===== config.mk =====
export PLATFORM = sky130hd
export DESIGN_NAME = gain_meter_flat
export DESIGN_NICKNAME = d
export VERILOG_FILES = /design/src/rtl/gain_meter_if.sv /design/src/rtl/gain_meter.sv /design/src/flat_wrapper.sv
export SDC_FILE = /design/constraint.sdc
export NUM_CORES = 1
export LEC_CHECK = 0
export BUFFER_PORTS_ARGS = -buffer_cell sky130_fd_sc_hd__buf_2
export CORE_UTILIZATION = 54
export DETAILED_ROUTE_END_ITERATION = 10
export PLACE_DENSITY = 0.73
export SLEW_MARGIN = 25
export SYNTH_ARGS = -nofsm -noshare
export SYNTH_HDL_FRONTEND = slang
export SYNTH_SLANG_ARGS = --single-unit

===== constraint.sdc =====
create_clock -name clk -period 7.3 [get_ports clk]
set_input_delay 1.095 -clock clk [delete_from_list [all_inputs] [get_ports clk]]
set_output_delay 1.095 -clock clk [all_outputs]
set_load 0.01 [all_outputs]

===== src/rtl/gain_meter_if.sv =====
// Sample-pair stream in and gain-result stream out of gain_meter.
// Both streams use valid/ready: a transfer happens on a rising clk edge where valid && ready are both high.
interface gain_meter_if #(
  parameter int W  = 16,
  parameter int OW = 16
);
  logic                s_valid;
  logic                s_ready;
  logic signed [W-1:0] s_in;
  logic signed [W-1:0] s_out;
  logic                m_valid;
  logic                m_ready;
  logic [OW-1:0]       gain;
  logic                ovf;
  logic                div0;

  modport master (
    output s_valid, s_in, s_out, m_ready,
    input  s_ready, m_valid, gain, ovf, div0
  );

  modport slave (
    input  s_valid, s_in, s_out, m_ready,
    output s_ready, m_valid, gain, ovf, div0
  );
endinterface


===== src/rtl/gain_meter.sv =====
// Peak |out|/|in| gain meter over a 2^WIN_LOG2 window, restoring divider, Q(OW-FRAC).FRAC result.
// Optional GAIN_METER_ROUND_EN: one extra quotient bit and round-half-up instead of truncation.
module gain_meter #(
  parameter int W        = 16,
  parameter int WIN_LOG2 = 8,
  parameter int FRAC     = 8,
  parameter int OW       = 16
) (
  input  logic        clk,
  input  logic        rst_n,
  gain_meter_if.slave bus,
  output logic [1:0]  dbg_state
);
`ifdef GAIN_METER_ROUND_EN
  localparam int RND = 1;
`else
  localparam int RND = 0;
`endif
  localparam int NQ = W + FRAC + RND;
  localparam int CW = $clog2(NQ + 1);

  typedef enum logic [1:0] {ACCUM = 2'd0, DIVIDE = 2'd1, OUTPUT = 2'd2} state_t;

  state_t              state, state_nxt;
  logic [W-1:0]        peak_in, peak_out;
  logic [WIN_LOG2-1:0] win_cnt;
  logic [CW-1:0]       div_cnt;
  logic [W-1:0]        rem;
  logic [NQ-1:0]       dq;
  logic [OW-1:0]       gain_q;
  logic                ovf_q, div0_q;

  logic                accept, last_pair, div_last;
  logic [W-1:0]        mag_in, mag_out;
  logic [W:0]          shifted, rem_nxt;
  logic [W+1:0]        trial;
  logic                ge;
  logic [NQ-1:0]       dq_nxt;
  logic [NQ:0]         q_full;
  logic                q_big;

  // Two's-complement magnitude; the most negative value maps to 2^(W-1) without saturation.
  function automatic logic [W-1:0] mag(input logic [W-1:0] x);
    return x[W-1] ? (~x + W'(1)) : x;
  endfunction

  assign mag_in    = mag(bus.s_in);
  assign mag_out   = mag(bus.s_out);
  assign accept    = bus.s_valid && (state == ACCUM);
  assign last_pair = accept && (win_cnt == '1);
  assign div_last  = (state == DIVIDE) && (div_cnt == CW'(NQ));

  // One restoring step: dq shifts the dividend out at the top and the quotient in at the bottom.
  always_comb begin
    shifted = {rem, dq[NQ-1]};
    trial   = {1'b0, shifted} - {2'b00, peak_in};
    ge      = ~trial[W+1];
    rem_nxt = ge ? trial[W:0] : shifted;
    dq_nxt  = {dq[NQ-2:0], ge};
`ifdef GAIN_METER_ROUND_EN
    q_full  = ({1'b0, dq_nxt} + (NQ+1)'(1)) >> 1;
`else
    q_full  = {1'b0, dq_nxt};
`endif
    q_big   = |q_full[NQ:OW];
  end

  always_ff @(posedge clk) begin
    if (!rst_n) state <= ACCUM;
    else        state <= state_nxt;
  end

  always_comb begin
    state_nxt   = state;
    bus.s_ready = 1'b0;
    bus.m_valid = 1'b0;
    case (state)
      ACCUM: begin
        bus.s_ready = 1'b1;
        if (last_pair) state_nxt = DIVIDE;
      end
      DIVIDE: begin
        if (div_last) state_nxt = OUTPUT;
      end
      OUTPUT: begin
        bus.m_valid = 1'b1;
        if (bus.m_ready) state_nxt = ACCUM;
      end
      default: state_nxt = ACCUM;
    endcase
  end

  always_ff @(posedge clk) begin
    if (!rst_n) begin
      peak_in  <= '0;
      peak_out <= '0;
      win_cnt  <= '0;
      div_cnt  <= '0;
      rem      <= '0;
      dq       <= '0;
      gain_q   <= '0;
      ovf_q    <= 1'b0;
      div0_q   <= 1'b0;
    end else begin
      case (state)
        ACCUM: begin
          if (accept) begin
            if (mag_in > peak_in)   peak_in  <= mag_in;
            if (mag_out > peak_out) peak_out <= mag_out;
            win_cnt <= win_cnt + WIN_LOG2'(1);
            div_cnt <= '0;
          end
        end
        DIVIDE: begin
          // Count 0 loads the operands; counts 1..NQ each retire one quotient bit.
          if (div_cnt == '0) begin
            rem     <= '0;
            dq      <= {peak_out, {(NQ-W){1'b0}}};
            div_cnt <= CW'(1);
          end else begin
            rem     <= rem_nxt[W-1:0];
            dq      <= dq_nxt;
            div_cnt <= div_cnt + CW'(1);
            if (div_last) begin
              if (peak_in == '0) begin
                gain_q <= '1;
                ovf_q  <= 1'b0;
                div0_q <= 1'b1;
              end else if (q_big) begin
                gain_q <= '1;
                ovf_q  <= 1'b1;
                div0_q <= 1'b0;
              end else begin
                gain_q <= q_full[OW-1:0];
                ovf_q  <= 1'b0;
                div0_q <= 1'b0;
              end
            end
          end
        end
        OUTPUT: begin
          if (bus.m_ready) begin
            peak_in  <= '0;
            peak_out <= '0;
            win_cnt  <= '0;
          end
        end
        default: ;
      endcase
    end
  end

  assign bus.gain  = gain_q;
  assign bus.ovf   = ovf_q;
  assign bus.div0  = div0_q;
  assign dbg_state = state;
endmodule


===== src/flat_wrapper.sv =====
// flat-port wrapper written by rule: the top's interface ports become plain ports
module gain_meter_flat 
#(
  parameter int W        = 16,
  parameter int WIN_LOG2 = 8,
  parameter int FRAC     = 8,
  parameter int OW       = 16
)
  (clk, rst_n, dbg_state, bus_s_valid, bus_s_in, bus_s_out, bus_m_ready, bus_s_ready, bus_m_valid, bus_gain, bus_ovf, bus_div0);
  gain_meter_if #(.W(W), .OW(OW)) bus_i ();
  input  logic clk;
  input  logic rst_n;
  output logic [1:0] dbg_state;
  input wire logic [$bits(bus_i.s_valid)-1:0] bus_s_valid;
  input wire logic [$bits(bus_i.s_in)-1:0] bus_s_in;
  input wire logic [$bits(bus_i.s_out)-1:0] bus_s_out;
  input wire logic [$bits(bus_i.m_ready)-1:0] bus_m_ready;
  output wire logic [$bits(bus_i.s_ready)-1:0] bus_s_ready;
  output wire logic [$bits(bus_i.m_valid)-1:0] bus_m_valid;
  output wire logic [$bits(bus_i.gain)-1:0] bus_gain;
  output wire logic [$bits(bus_i.ovf)-1:0] bus_ovf;
  output wire logic [$bits(bus_i.div0)-1:0] bus_div0;
  assign bus_i.s_valid = bus_s_valid;
  assign bus_i.s_in = bus_s_in;
  assign bus_i.s_out = bus_s_out;
  assign bus_i.m_ready = bus_m_ready;
  assign bus_s_ready = bus_i.s_ready;
  assign bus_m_valid = bus_i.m_valid;
  assign bus_gain = bus_i.gain;
  assign bus_ovf = bus_i.ovf;
  assign bus_div0 = bus_i.div0;
  gain_meter #(.W(W), .WIN_LOG2(WIN_LOG2), .FRAC(FRAC), .OW(OW)) u_core (.clk(clk), .rst_n(rst_n), .bus(bus_i), .dbg_state(dbg_state));
endmodule

==> results.md, run 1 <==
- The register bit count reported by yosys is 105.
- The highest layer used for signal routing is met4.
- The most frequent cell on the critical path is or4_4.
- In the routed layout, each cell is associated on average with a via count of 5.89.
- Dividing the final minimum period by the clock period gives a little over three fifths.
- In this run the standard cell core region covers approximately 11000 um^2.
- Between clock sinks in the finished design, the worst skew comes to 0.00746 ns.
- The power per cell area is 203 nW/um^2.
- The CTS clock-pin slew for the worst setup and hold paths is about 0.070 ns.
- Summed over all cells, the static leakage comes to 3.00 nW.
- The area share of the leading cell type in the synthesized netlist is about 33%.
- At the end of routability-driven placement, the weighted congestion stood at approximately 0.9.
- Counting flops with a built-in enable in the synthesized netlist gives 0.
- Summed over all nets, wire length on met3 after detailed routing comes to 562 um.
- Setup violations remaining at the end of the flow were counted as 0.
- Counting I/O delays and the setup requirement, the final critical path takes between 4 and 5 ns.
- The max-slew violation count is 0.
- In this run the core area contains 39 standard-cell rows.
- STA puts the critical path data required time at approximately 7.6 ns.
- Setup repair after global routing left no endpoint under its margin.
- The type of the most critical hold path is register to register.
- The worst supply voltage drop on vdd is roughly 140 uV.
- In this run the tool buffered the top-level ports with between 50 and 60 buffer cells.
- The die covers 12300 um^2.
- The commonest cells after synthesis are 116 x nand2_1, 105 x dfxtp_1, 53 x ha_1.
- The signal on the critical path passes through buf_2 -> or4_4 -> or3_4 -> or4_4 -> o31ai_2 -> xnor2_1 -> ha_1 -> nand4_1 -> or3_1 -> o221a_2 -> o21ai_4 -> and3_1 -> o21a_1.
- The first detailed-routing pass took 5 iterations.
- The global route total overflow is 0.
- Of all nets on the critical path, the largest fanout is 32.
- The synthesized netlist contains 55 unique library cells.
- Yosys attributes the largest share of cell area to dfxtp_1 33%, ha_1 10%, nand2_1 6.8%.
- TritonCTS built the clock tree.
- The post-CTS setup-driven buffer insertion count is 0.
- The proportion of synthesized flip-flops having asynchronous set or reset is 0%.
- The routed layout has around 5.5k vias.
- The number of global-route vias before repair is 5231.
- For this block, wires on met1 add up to ~7000 um.
- The number of endpoints with negative hold slack in the final report is 0.
- The most common cell in the netlist is nand2_1.
- Summed over all failing endpoints, the final setup total negative slack is 0 ns.
- The average detailed-routed wire length per instance is 15.2 um.
- Synthesis produced a netlist whose cell count is between 700 and 800.
- The biggest area contributor in the post-synthesis netlist is dfxtp_1.
- The post-route total power is approximately 1.4 mW.
- The half-perimeter wire length of the detailed placement result is ~10000 um.
- Summing the sequential cell areas from Yosys gives 32.9% of the chip area.
- The height of the die is 111 um.
- The met2 layer wire length in the routed design is around 6600 um.
- The worst-path cell with the longest stage delay is o21ai_4.
- The startpoint of the lowest-slack register-to-register path is u_core.peak_in[1]$_SDFFE_PN0P_.
- The longest individual stage delay on the worst path is around 0.55 ns.
- In this run the tightest slew margin relative to its limit is 37.2%.
- The cell sitting at the root of the clock tree is a clkbuf_16.
- The setup path with the least slack is of type primary input to register.
- The synthesized-area fraction occupied by and/or/nand/nor cells is roughly a fifth.
- The fraction of the mapped netlist area in compound gates is 21.9%.
- In this run the number of H-tree levels came out at 3.
- Across every metal layer, demand over resource in global routing totals 23.9%.
- The fraction of layout instances using a drive strength above 1 is between 10% and 20%.
- The nature of the critical path endpoint is a register.
- The clock tree buffer depth is 2.
- When the netlist entered floorplanning its net count stood at 850.
- For this run, the post-layout net count is 883.
- The worst path setup slack after routing is about 2.7 ns.
- The largest family of logic cells by synthesized area is compound AO/OA/AOI/OAI gates.
- Clock latency on the worst-skew pair, taken at its later pin, is ~0.36 ns.
- Summing the areas of all fa, ha and maj instances in the mapped netlist gives about a tenth of the synthesized area.
- The average cell area after synthesis is ~8.4 um^2.
- The worst setup path is launched from a primary input.
- The area of the mapped netlist is 6390 um^2.
- Post-CTS repair changed the size of 0 cells.
- The diode insertion count for antenna repair is 0.
- Across the run, the number of max-cap violations was 0.
- The hold buffer count at cts is 0.
- The critical path arrival is 4.88 ns.
- The initial antenna violation count was 0.
- Based on the critical path, the design can be clocked at up to roughly 220 MHz.
- The pre-CTS worst setup slack is 2.13 ns.
- The number of I/O pins is 58.
- After routing the design area is around 7000 um^2.
- The sum of routed wire length over all layers is around 14000 um.
- The start point of the worst hold path is u_core.peak_out[12]$_SDFFE_PN0P_.
- In this run, CTS created clock tree buffers numbering 9.
- The largest net degree at the start of global routing is 91.
- The Yosys step of the flow raised 0 warnings.
- The wire length of the first global-routing pass is about 24000 um.
- In this run the worst setup path begins at bus_s_out[6].
- The initial core utilization is between 50% and 60%.
- Cells fill between 60% and 70% of the core in the end.
- The area growth from synthesis to layout is 10.2%.
- The count of antenna-violating nets left after detailed routing is 0.
- Of the total synthesized cell area, the portion taken by XOR and XNOR cells is 6.03%.
- The violation count after the first detailed-route iteration is about 310.
- The worst-margin pin slew is roughly 0.94 ns.
- In the routed design, unresolved DRC markers number 0.
- The most used flip-flop cell after synthesis is dfxtp_1.
- The total number of clock tree sinks is between 100 and 150.
- Multiplexer cells account for approximately 4.5% of the synthesized area.
- The floorplan step set the die width to about 110 um.
- The total placed instance area is between 6000 and 7000 um^2.
- The run finished with clean final reports.
[stage by stage]
stage          cells  hold slack [ns]
2_1_floorplan    760            0.428
3_3_place_gp     925            0.438
3_5_place_dp     925            0.442
4_1_cts          941            0.452
5_1_grt          941            0.476
6_report         941            0.452
[registers in the layout (all words and copies together), names as in the netlist]
register and count:
u_core.div_cnt 5, u_core.bus.ovf 1, u_core.win_cnt 8, u_core.peak_out 16, u_core.dbg_state 2, u_core.bus.gain 16
u_core.peak_in 16, u_core.bus.div0 1, u_core.dq 24, u_core.rem 16
[where the power goes]
group / leakage [nW] / internal, mW / total (mW) / switching [mW]
Sequential: 0.850 / 0.592 / 0.606 / 0.0136
Combinational: 2.00 / 0.147 / 0.345 / 0.197
Clock: 0.147 / 0.242 / 0.482 / 0.240
[critical path: cells and delay by family]
| kind | cells | cell delay (ns) |
|---|---|---|
| and+or+nand+nor | 6 | 2.08 |
| AOI/OAI and AO/OA | 4 | 1.15 |
| adders and majority gates | 1 | 0.31 |
| buffers and inverters | 1 | 0.12 |
| xor gates and xnor gates | 1 | 0.12 |
[routing by layer]
layer / vias up / global-route usage (%)
met2: 133 / 39.6
met4: 0 / 8.53
met5: - / 0
met1: 2599 / 32.0
met3: 19 / 3.01
li1: 2795 / -
[area by class of cell]
| cell class | instances | area [um^2] |
|---|---|---|
| multi-input cells | 574 | 3990 |
| fillers | 980 | 4430 |
| clock inverters | 7 | 70.1 |
| well taps | 143 | 179 |
| flip-flops and latches | 105 | 2100 |
| clock buffers | 9 | 225 |
| repair buffers | 61 | 315 |
| inverters | 42 | 158 |
[cells in the final DEF, fill, tap and decap left out, drive strengths merged, types with 15 or more instances in the layout]
cell type,instances
inv,46
a21o,17
nand3,32
ha,53
o21ai,55
nor2,22
buf,61
o211a,15
xnor2,34
o221a,17
nand2,116
mux2i,29
dfxtp,105
a21oi,27
o211ai,18
[worst paths after layout]
path,end,slack [ns],depth (start not counted)
max,u_core.peak_out[15]$_SDFFE_PN0P_,2.72,13
min,u_core.peak_out[12]$_SDFFE_PN0P_,0.45,2
max reg2reg,u_core.rem[7]$_SDFFE_PN0P_,4.15,10
min reg2reg,u_core.peak_out[12]$_SDFFE_PN0P_,0.45,2
[cell families after synthesis]
logic type	Yosys count
AND/OR/NAND/NOR	251
multiplexers	29
AO/OA/AOI/OAI	196
adder cells (fa/ha/maj)	54
XOR/XNOR	44
buffers and inverters	81
flip-flops	105
(Power assumes the default switching activity.)
==> run 2: changes to the inputs <==
Settings changed: ABC_AREA set to 1, PLACE_DENSITY 0.73 to 0.76.
Clock period 7.3 ns to 3.7 ns, I/O delays scaled along.
==> run 2 against run 1 <==
Net effect: first-iteration DRC count up 74%; non-clock buffer count up 6; clock power up 110%; critical endpoint is now u_core.peak_in[14]$_SDFFE_PN0P_; wire length up 15%; clock-buffer cell count up 1; combinational power rose to 3.0 times the previous value; final cell count up 43%; utilization up 0.15 points.
==> results.md, run 2 <==
- The register bit count reported by yosys is 105 (unchanged).
- The net count of the mapped netlist came to 1229 (was 850).
- The worst-path cell with the longest stage delay was nor4_1 (was o21ai_4).
- The total of endpoints with negative setup slack in the final report came to 0 (unchanged).
- The clock tree buffer depth is 2 (unchanged).
- The initial core utilization came to 56.4% (was 55.7%).
- The detailed-route via count is 6965 (was 5546).
- RSZ-0062 raised after global routing: false (unchanged).
- The number of inserted filler cells in the final layout came to 1244 (was 980).
- The number of unique standard cell types used by synthesis came to 44 (was 55).
- The proportion of synthesized flip-flops having asynchronous set or reset is 0% (unchanged).
- The largest delay contributor family on the critical path is simple AND/OR/NAND/NOR gates (unchanged).
- The pre-CTS worst setup slack was 0.362 ns (was 2.13 ns).
- The smallest clock period supported by the final layout is computed as slightly below 3 ns.
- The height of the die is 118 um (was 111 um).
- The multi-input gate area in the final layout came to 4330 um^2 (was 3990 um^2).
- The area growth from synthesis to layout is 9.19% (was 10.2%).
- The flip-flop count of the largest register after layout came to 24 (unchanged).
- The half-perimeter wire length of the detailed placement result is 12100 um (was 10500 um).
- The nature of the critical path endpoint is a register (unchanged).
- The worst path uses approximately four fifths of the clock period.
- The largest driver fanout on the critical path is 16 (was 32).
- The required time reported for the critical path endpoint is 3.95 ns (was 7.60 ns).
- The type of the most critical hold path is register to register (unchanged).
- The area of the die is 13900 um^2 (was 12300 um^2).
- The number of global-route vias before repair is 6170 (was 5231).
- The worst hold slack after final layout is 0.467 ns (was 0.452 ns).
- The total CTS buffers is 9 (unchanged).
- The most frequent cell on the critical path is nand2_1 (was or4_4).
- The register with the highest flop count is u_core.dq (unchanged).
- The type of element launching the critical path is a primary input (unchanged).
- The number of I/O pins is 58 (unchanged).
- The average cell area after synthesis is 6.37 um^2 (was 8.41 um^2).
- The H-tree depth reported by CTS is 3 (unchanged).
- The sequential fraction of the synthesis area was 29.0% (was 32.9%).
- The largest net degree at the start of global routing is 53 (was 91).
- The total core area is 12900 um^2 (was 11500 um^2).
- The largest area contributor in the netlist is dfxtp_1 (unchanged).
- The critical path arrival is 3.22 ns (was 4.88 ns).
- The hold buffer count at cts is 0 (unchanged).
- The max-slew violation count is 0 (unchanged).
- The count of placed standard cells in the final layout, fillers left out is 1349 (was 941).
- Dominant cells by area after synthesis: dfxtp_1 29%, nand2_1 15%, ha_1 9.1% (was dfxtp_1 33%, ha_1 10%, nand2_1 6.8%).
- The power per cell area came to 414 nW/um^2 (was 203 nW/um^2).
- The diode insertion count for antenna repair is 0 (unchanged).
- The commonest non-fill, non-tap cell in the layout is nand2_1 (unchanged).
- The worst clock skew on the final layout is 0.00660 ns (was 0.00746 ns).
- The remaining routing DRC violations is 0 (unchanged).
- The total area of sequential cells is 2100 um^2 (unchanged).
- CP cell instances: buf_2 -> inv_1 -> ha_1 -> inv_1 -> nor3_1 -> nand2_1 -> o21ai_4 -> nand2_1 -> nand2_1 -> nand2_1 -> ha_1 -> nand2_1 -> nor4_1 -> nand3_1 -> nand2_1 -> nand2_1 -> buf_4 -> a21oi_1 -> nor2_1 (was buf_2 -> or4_4 -> or3_4 -> or4_4 -> o31ai_2 -> xnor2_1 -> ha_1 -> nand4_1 -> or3_1 -> o221a_2 -> o21ai_4 -> and3_1 -> o21a_1).
- The number of placed instances with taps included is 1333 (was 925).
- The post-route total power was 3.28 mW (was 1.43 mW).
- The longest individual stage delay on the worst path is 0.38 ns (was 0.55 ns).
- The area share of the leading cell type in the synthesized netlist is 29.0% (was 32.9%).
- The initial antenna violation count is 0 (unchanged).
- The count of TritonRoute iterations in the first routing pass came to 5 (unchanged).
- The flip-flop cell with the highest count after synthesis was dfxtp_1 (unchanged).
- The net total in the final layout is 1262 (was 883).
- The cell chosen for the clock root is clkbuf_16 (unchanged).
- The buffer and inverter count on the worst path is 4 (was 1).
- The number of warning messages in the yosys log is 0 (unchanged).
- The cell count after synthesis is 1139 (was 760).
- The total number of clock tree sinks was 105 (unchanged).
- Most frequent cells in the layout: 295 x nand2_1, 153 x inv_1, 123 x nor2_1 (was 116 x nand2_1, 105 x dfxtp_1, 57 x buf_2).
- The number of endpoints with negative hold slack in the final report is 0 (unchanged).
- The wire length of the first global-routing pass was 28400 um (was 24400 um).
- The type of the worst setup path is primary input to register (unchanged).
- Most numerous cell types in the synthesized netlist: 296 x nand2_1, 154 x inv_1, 123 x nor2_1 (was 116 x nand2_1, 105 x dfxtp_1, 53 x ha_1).
- The area of the mapped netlist is 7260 um^2 (was 6390 um^2).
- The global route total overflow is 0 (unchanged).
- The worst path setup slack after routing came to 0.728 ns (was 2.72 ns).
- The number of rows created at floorplan came to 41 (was 39).
- The count of antenna-violating nets left after detailed routing was 0 (unchanged).
- The post-cts gate resize count is 0 (unchanged).
- The leakage power figure is 4.09 nW (was 3.00 nW).
- The number of max-cap violations was 0 (unchanged).
- The post-CTS setup-driven buffer insertion count is 0 (unchanged).
- The number of buffers added on ports was 57 (unchanged).
- The horizontal extent of the die came to 118 um (was 111 um).
- The clock latency of the later-clocked register in the worst-skew pair is 0.36 ns (about the same).
- The violation count after the first detailed-route iteration is 545 (was 313).
- For this run, the top clock speed supported by timing is around 340 MHz.
- The most common cell in the netlist was nand2_1 (unchanged).
- The final sum of negative setup slack is 0 ns (unchanged).
- The relative slew slack came to 34.6% (was 37.2%).
- The worst-margin pin slew came to 0.975 ns (was 0.939 ns).
- The number of flops mapped to enable cells by yosys is 0 (unchanged).
- The overall fraction of global-route tracks in use is 24.6% (was 23.9%).
- The CTS tree is built (unchanged).
- The sum of routed wire length over all layers was 16400 um (was 14300 um).
- The worst supply voltage drop on vdd is 208 uV (was 136 uV).
- Outcome: finished clean (unchanged).
- The via density per instance is 5.16 (was 5.89).
- The placer's final routability congestion estimate is 0.900 (was 0.882).
- The CTS clock-pin slew for the worst setup and hold paths is 0.08 ns (was 0.07 ns).
- The average detailed-routed wire length per instance came to 12.2 um (was 15.2 um).
- The fraction of layout instances using a drive strength above 1 is 9.60% (was 13.5%).
==> run 2: area by class of cell <==
cell class                      count  share of cell area, %
Clock buffer                       10                   2.89
Clock inverter                      6                  0.932
Inverter                          163                   7.72
Multi-Input combinational cell    826                   54.7
Sequential cell                   105                   26.5
Tap cell                          172                   2.72
Timing Repair Buffer               67                   4.55
==> run 2: per-layer routing <==
metal	wire length, um	share of wire (%)	vias to the layer above	GRT usage, %
met5	0	0	-	0
met4	231	1.4	0	7.05
met3	654	4.0	16	2.47
met2	7130	43	143	39.3
met1	8380	51	3086	35.0
li1	-	-	3720	-
==> run 2: power breakdown <==
group / switching (mW) / internal [mW] / total (mW)
Clock: 0.467 / 0.537 / 1.00
Sequential: 0.0393 / 1.20 / 1.24
Combinational: 0.663 / 0.375 / 1.04
==> run 2: through the flow <==
step	util [%]	instance area, um^2
floorplan	-	7260
global placement	59.2	7620
detailed placement	59.2	7620
CTS	61.5	7920
global route	61.5	7920
finish	61.5	7920
==> run 2: logic make-up after synthesis <==
logic type	count (synthesis)	synth area share [%]
AND/OR/NAND/NOR	561	33.1
buffers and inverters	208	11.4
XOR/XNOR	25	3.12
adder cells (fa/ha/maj)	54	9.42
flip-flops	105	29.0
AO/OA/AOI/OAI	186	14.0
==> run 2: path summary, 6_finish.rpt <==
check,endpoint,startpoint,slack [ns],cells past startpoint
setup reg to reg,u_core.peak_out[15]$_SDFFE_PN0P_,u_core.dbg_state[1]$_SDFFE_PN0P_,1.35,7
hold reg to reg,u_core.win_cnt[7]$_SDFFE_PN0P_,u_core.win_cnt[7]$_SDFFE_PN0P_,0.47,1
hold / removal,u_core.win_cnt[7]$_SDFFE_PN0P_,u_core.win_cnt[7]$_SDFFE_PN0P_,0.47,1
setup / recovery,u_core.peak_in[14]$_SDFFE_PN0P_,bus_s_in[0],0.73,19
==> run 3: changes to the inputs <==
Settings changed: ABC_AREA 1 to 0, PLACE_DENSITY 0.76 to 0.73.
Clock period 3.7 ns to 3 ns, I/O delays scaled along.
==> run 3 against run 2 <==
Net effect: hold slack lost 0.016 ns; the run now ends with negative setup slack left; sequential power increased by 19%; combinational power about the same; clock power rose by 17%; critical path type unchanged; wire length is 2.6% lower; critical path depth is 5 lower; setup slack got worse by 1.4 ns; global-route usage increased by 1.1 points; first-iteration DRC count decreased by 41%; final cell count decreased by 25%.
==> results.md, run 3 (same netlist as run 1, synthesis figures left out) <==
- The initial antenna violation count is 0 (unchanged).
- The detailed-route via count came to 5952 (was 6965).
- The total placed instance area came to 7170 um^2 (was 7620 um^2).
- The switching power summed over all nets is 1.17 mW (about the same).
- The pre-CTS worst setup slack is -0.935 ns (was 0.362 ns).
- The power per cell area came to 474 nW/um^2 (was 414 nW/um^2).
- The worst supply voltage drop on vdd is 415 uV (was 208 uV).
- The count of antenna-violating nets left after detailed routing was 0 (unchanged).
- Timing would allow up to about 270 MHz.
- The number of global-route vias before repair is 5489 (was 6170).
- The final sum of negative setup slack was -9.52 ns (was 0 ns).
- The total number of clock tree sinks is 105 (unchanged).
- The number of max-cap violations came to 0 (unchanged).
- The number of rows created at floorplan came to 39 (was 41).
- The half-perimeter wire length of the detailed placement result was 11200 um (was 12100 um).
- The CTS clock-pin slew for the worst setup and hold paths is 0.07 ns (was 0.08 ns).
- The worst-margin pin slew was 0.679 ns (was 0.975 ns).
- The remaining routing DRC violations is 0 (unchanged).
- The number of endpoints with negative hold slack in the final report came to 0 (unchanged).
- The initial core utilization came to 55.7% (was 56.4%).
- The largest driver fanout on the critical path was 14 (was 16).
- The relative slew slack is 54.6% (was 34.6%).
- The global route total overflow is 0 (unchanged).
- Of the available clock period, the critical path in the final layout requires 121%.
- The register with the highest flop count is u_core.dq (unchanged).
- The most used routing layer in global routing is met2 (unchanged).
- The worst path setup slack after routing is -0.641 ns (was 0.728 ns).
- The total CTS buffers is 9 (unchanged).
- Most frequent cells in the layout: 115 x nand2_1, 105 x dfxtp_1, 61 x buf_4 (was 295 x nand2_1, 153 x inv_1, 123 x nor2_1).
- The switching share of total power came to 31.8% (was 35.7%).
- Outcome: complete, but fails checks (was finished clean).
- The number of placed instances with taps included is 973 (was 1333).
- The fraction of met3 tracks used by global routing is 3.17% (was 2.47%).
- The proportion of power drawn by flip-flops and latches is 40.0% (was 37.7%).
- The height of the die came to 111 um (was 118 um).
- The clock latency of the later-clocked register in the worst-skew pair was 0.36 ns (about the same).
- The type of the most critical hold path is register to register (unchanged).
- The average detailed-routed wire length per instance is 15.9 um (was 12.2 um).
- The internal power contribution came to 2.51 mW (was 2.11 mW).
- The cell chosen for the clock root is clkbuf_16 (unchanged).
- The net total in the final layout came to 948 (was 1262).
- The worst clock skew on the final layout is 0.00801 ns (was 0.00660 ns).
- The final non-filler cell area is 7780 um^2 (was 7920 um^2).
- The sum of routed wire length over all layers is 16000 um (was 16400 um).
- The violation count after the first detailed-route iteration is 319 (was 545).
- The count of placed standard cells in the final layout, fillers left out is 1006 (was 1349).
- The CTS tree is built (unchanged).
- The diode insertion count for antenna repair came to 0 (unchanged).
- The total of endpoints with negative setup slack in the final report came to 28 (was 0).
- The placer's final routability congestion estimate is 0.901 (was 0.900).
- The area of the die is 12300 um^2 (was 13900 um^2).
- The H-tree depth reported by CTS is 3 (unchanged).
- The max-slew violation count is 0 (unchanged).
- The share of total power in the clock network is 31.6% (was 30.6%).
- The number of I/O pins is 58 (unchanged).
- The type of the worst setup path is primary input to register (unchanged).
- The clock tree buffer depth is 2 (unchanged).
- The final reports fail on negative setup slack.
- The largest net degree at the start of global routing is 56 (was 53).
- The utilization after layout is 67.8% (was 61.5%).
- The type of element launching the critical path is a primary input (unchanged).
- The routing usage on met1 is 36.5% (was 35.0%).
- The minimum period implied by the final worst setup slack is around 3.6 ns.
- The critical path arrival is 3.91 ns (was 3.22 ns).
- The leakage power figure came to 3.40 nW (was 4.09 nW).
- RSZ-0062 raised after global routing: true (was false).
- The horizontal extent of the die is 111 um (was 118 um).
- The commonest non-fill, non-tap cell in the layout was nand2_1 (unchanged).
- The wire length of the first global-routing pass is 26100 um (was 28400 um).
- The flip-flop count of the largest register after layout is 24 (unchanged).
- The total core area is 11500 um^2 (was 12900 um^2).
- The met2 usage in global routing is 40.5% (was 39.3%).
- The required time reported for the critical path endpoint is 3.27 ns (was 3.95 ns).
- The relative contribution of combinational cells to total power is 28.3% (was 31.7%).
- The overall fraction of global-route tracks in use is 25.7% (was 24.6%).
- The via density per instance was 5.92 (was 5.16).
- The fraction of layout instances using a drive strength above 1 is 22.4% (was 9.60%).
- The nature of the critical path endpoint is a register (unchanged).
- The count of TritonRoute iterations in the first routing pass was 5 (unchanged).
- The number of buffers added on ports came to 57 (unchanged).
- The area growth from synthesis to layout is 21.7% (was 9.19%).
-- run 3: area by class of cell --
cell class                 count  area (um^2)
clock buffer                  10          229
clock inverter                 6         61.3
fill                         901         3690
inverter                      42          158
multi-input combinational    574         4140
sequential                   105         2100
tap                          143          179
timing repair buffer         126          911
-- run 3: per-layer routing --
metal	vias to the layer above	routed length, um
li1	2921	-
met4	0	325
met3	31	847
met5	-	0
met2	187	7280
met1	2813	7510
-- run 3: final timing paths --
check	startpoint	to	slack (ns)	depth (start not counted)
setup / recovery	bus_s_out[6]	u_core.peak_out[11]$_SDFFE_PN0P_	-0.64	14
hold / removal	u_core.peak_out[2]$_SDFFE_PN0P_	u_core.peak_out[2]$_SDFFE_PN0P_	0.45	2
setup reg to reg	u_core.peak_in[8]$_SDFFE_PN0P_	u_core.rem[7]$_SDFFE_PN0P_	0.30	11
hold reg to reg	u_core.peak_out[2]$_SDFFE_PN0P_	u_core.peak_out[2]$_SDFFE_PN0P_	0.45	2
-- run 3: power groups by stage --
stage               sequential [mW]  clock, mW  combinational (mW)
floorplan                      1.50          0               0.657
global placement               1.50          0               0.870
detailed placement             1.51          0               0.911
CTS                            1.47       1.18               0.976
global route                   1.48       1.24                1.14
finish                         1.48       1.17                1.04
-- run 3: timing repair --
item                       CTS  global route
setup endpoints to repair   32            35
resized for setup           14            18
setup buffers               10             5
pin swaps                    2             5
cloned                       1             2
hold buffers                 0             0
-- run 3: metrics by stage --
| stage | total power, mW | hold WS [ns] |
|---|---|---|
| detailed placement | 2.42 | 0.442 |
| global placement | 2.37 | 0.438 |
| CTS | 3.63 | 0.453 |
| floorplan | 2.16 | 0.428 |
| global route | 3.86 | 0.487 |
| finish | 3.69 | 0.451 |
-- run 3: critical path, stage by stage --
cell and delay [ns]:
buf_6 0.09, or4_4 0.53, or3_4 0.35, or4_4 0.45
o31ai_4 0.23, xnor2_2 0.10, ha_1 0.32, nand4_1 0.16
or3_4 0.37, o221a_4 0.24, o21ai_4 0.19, buf_6 0.20
nand3_1 0.11, o21ai_0 0.12
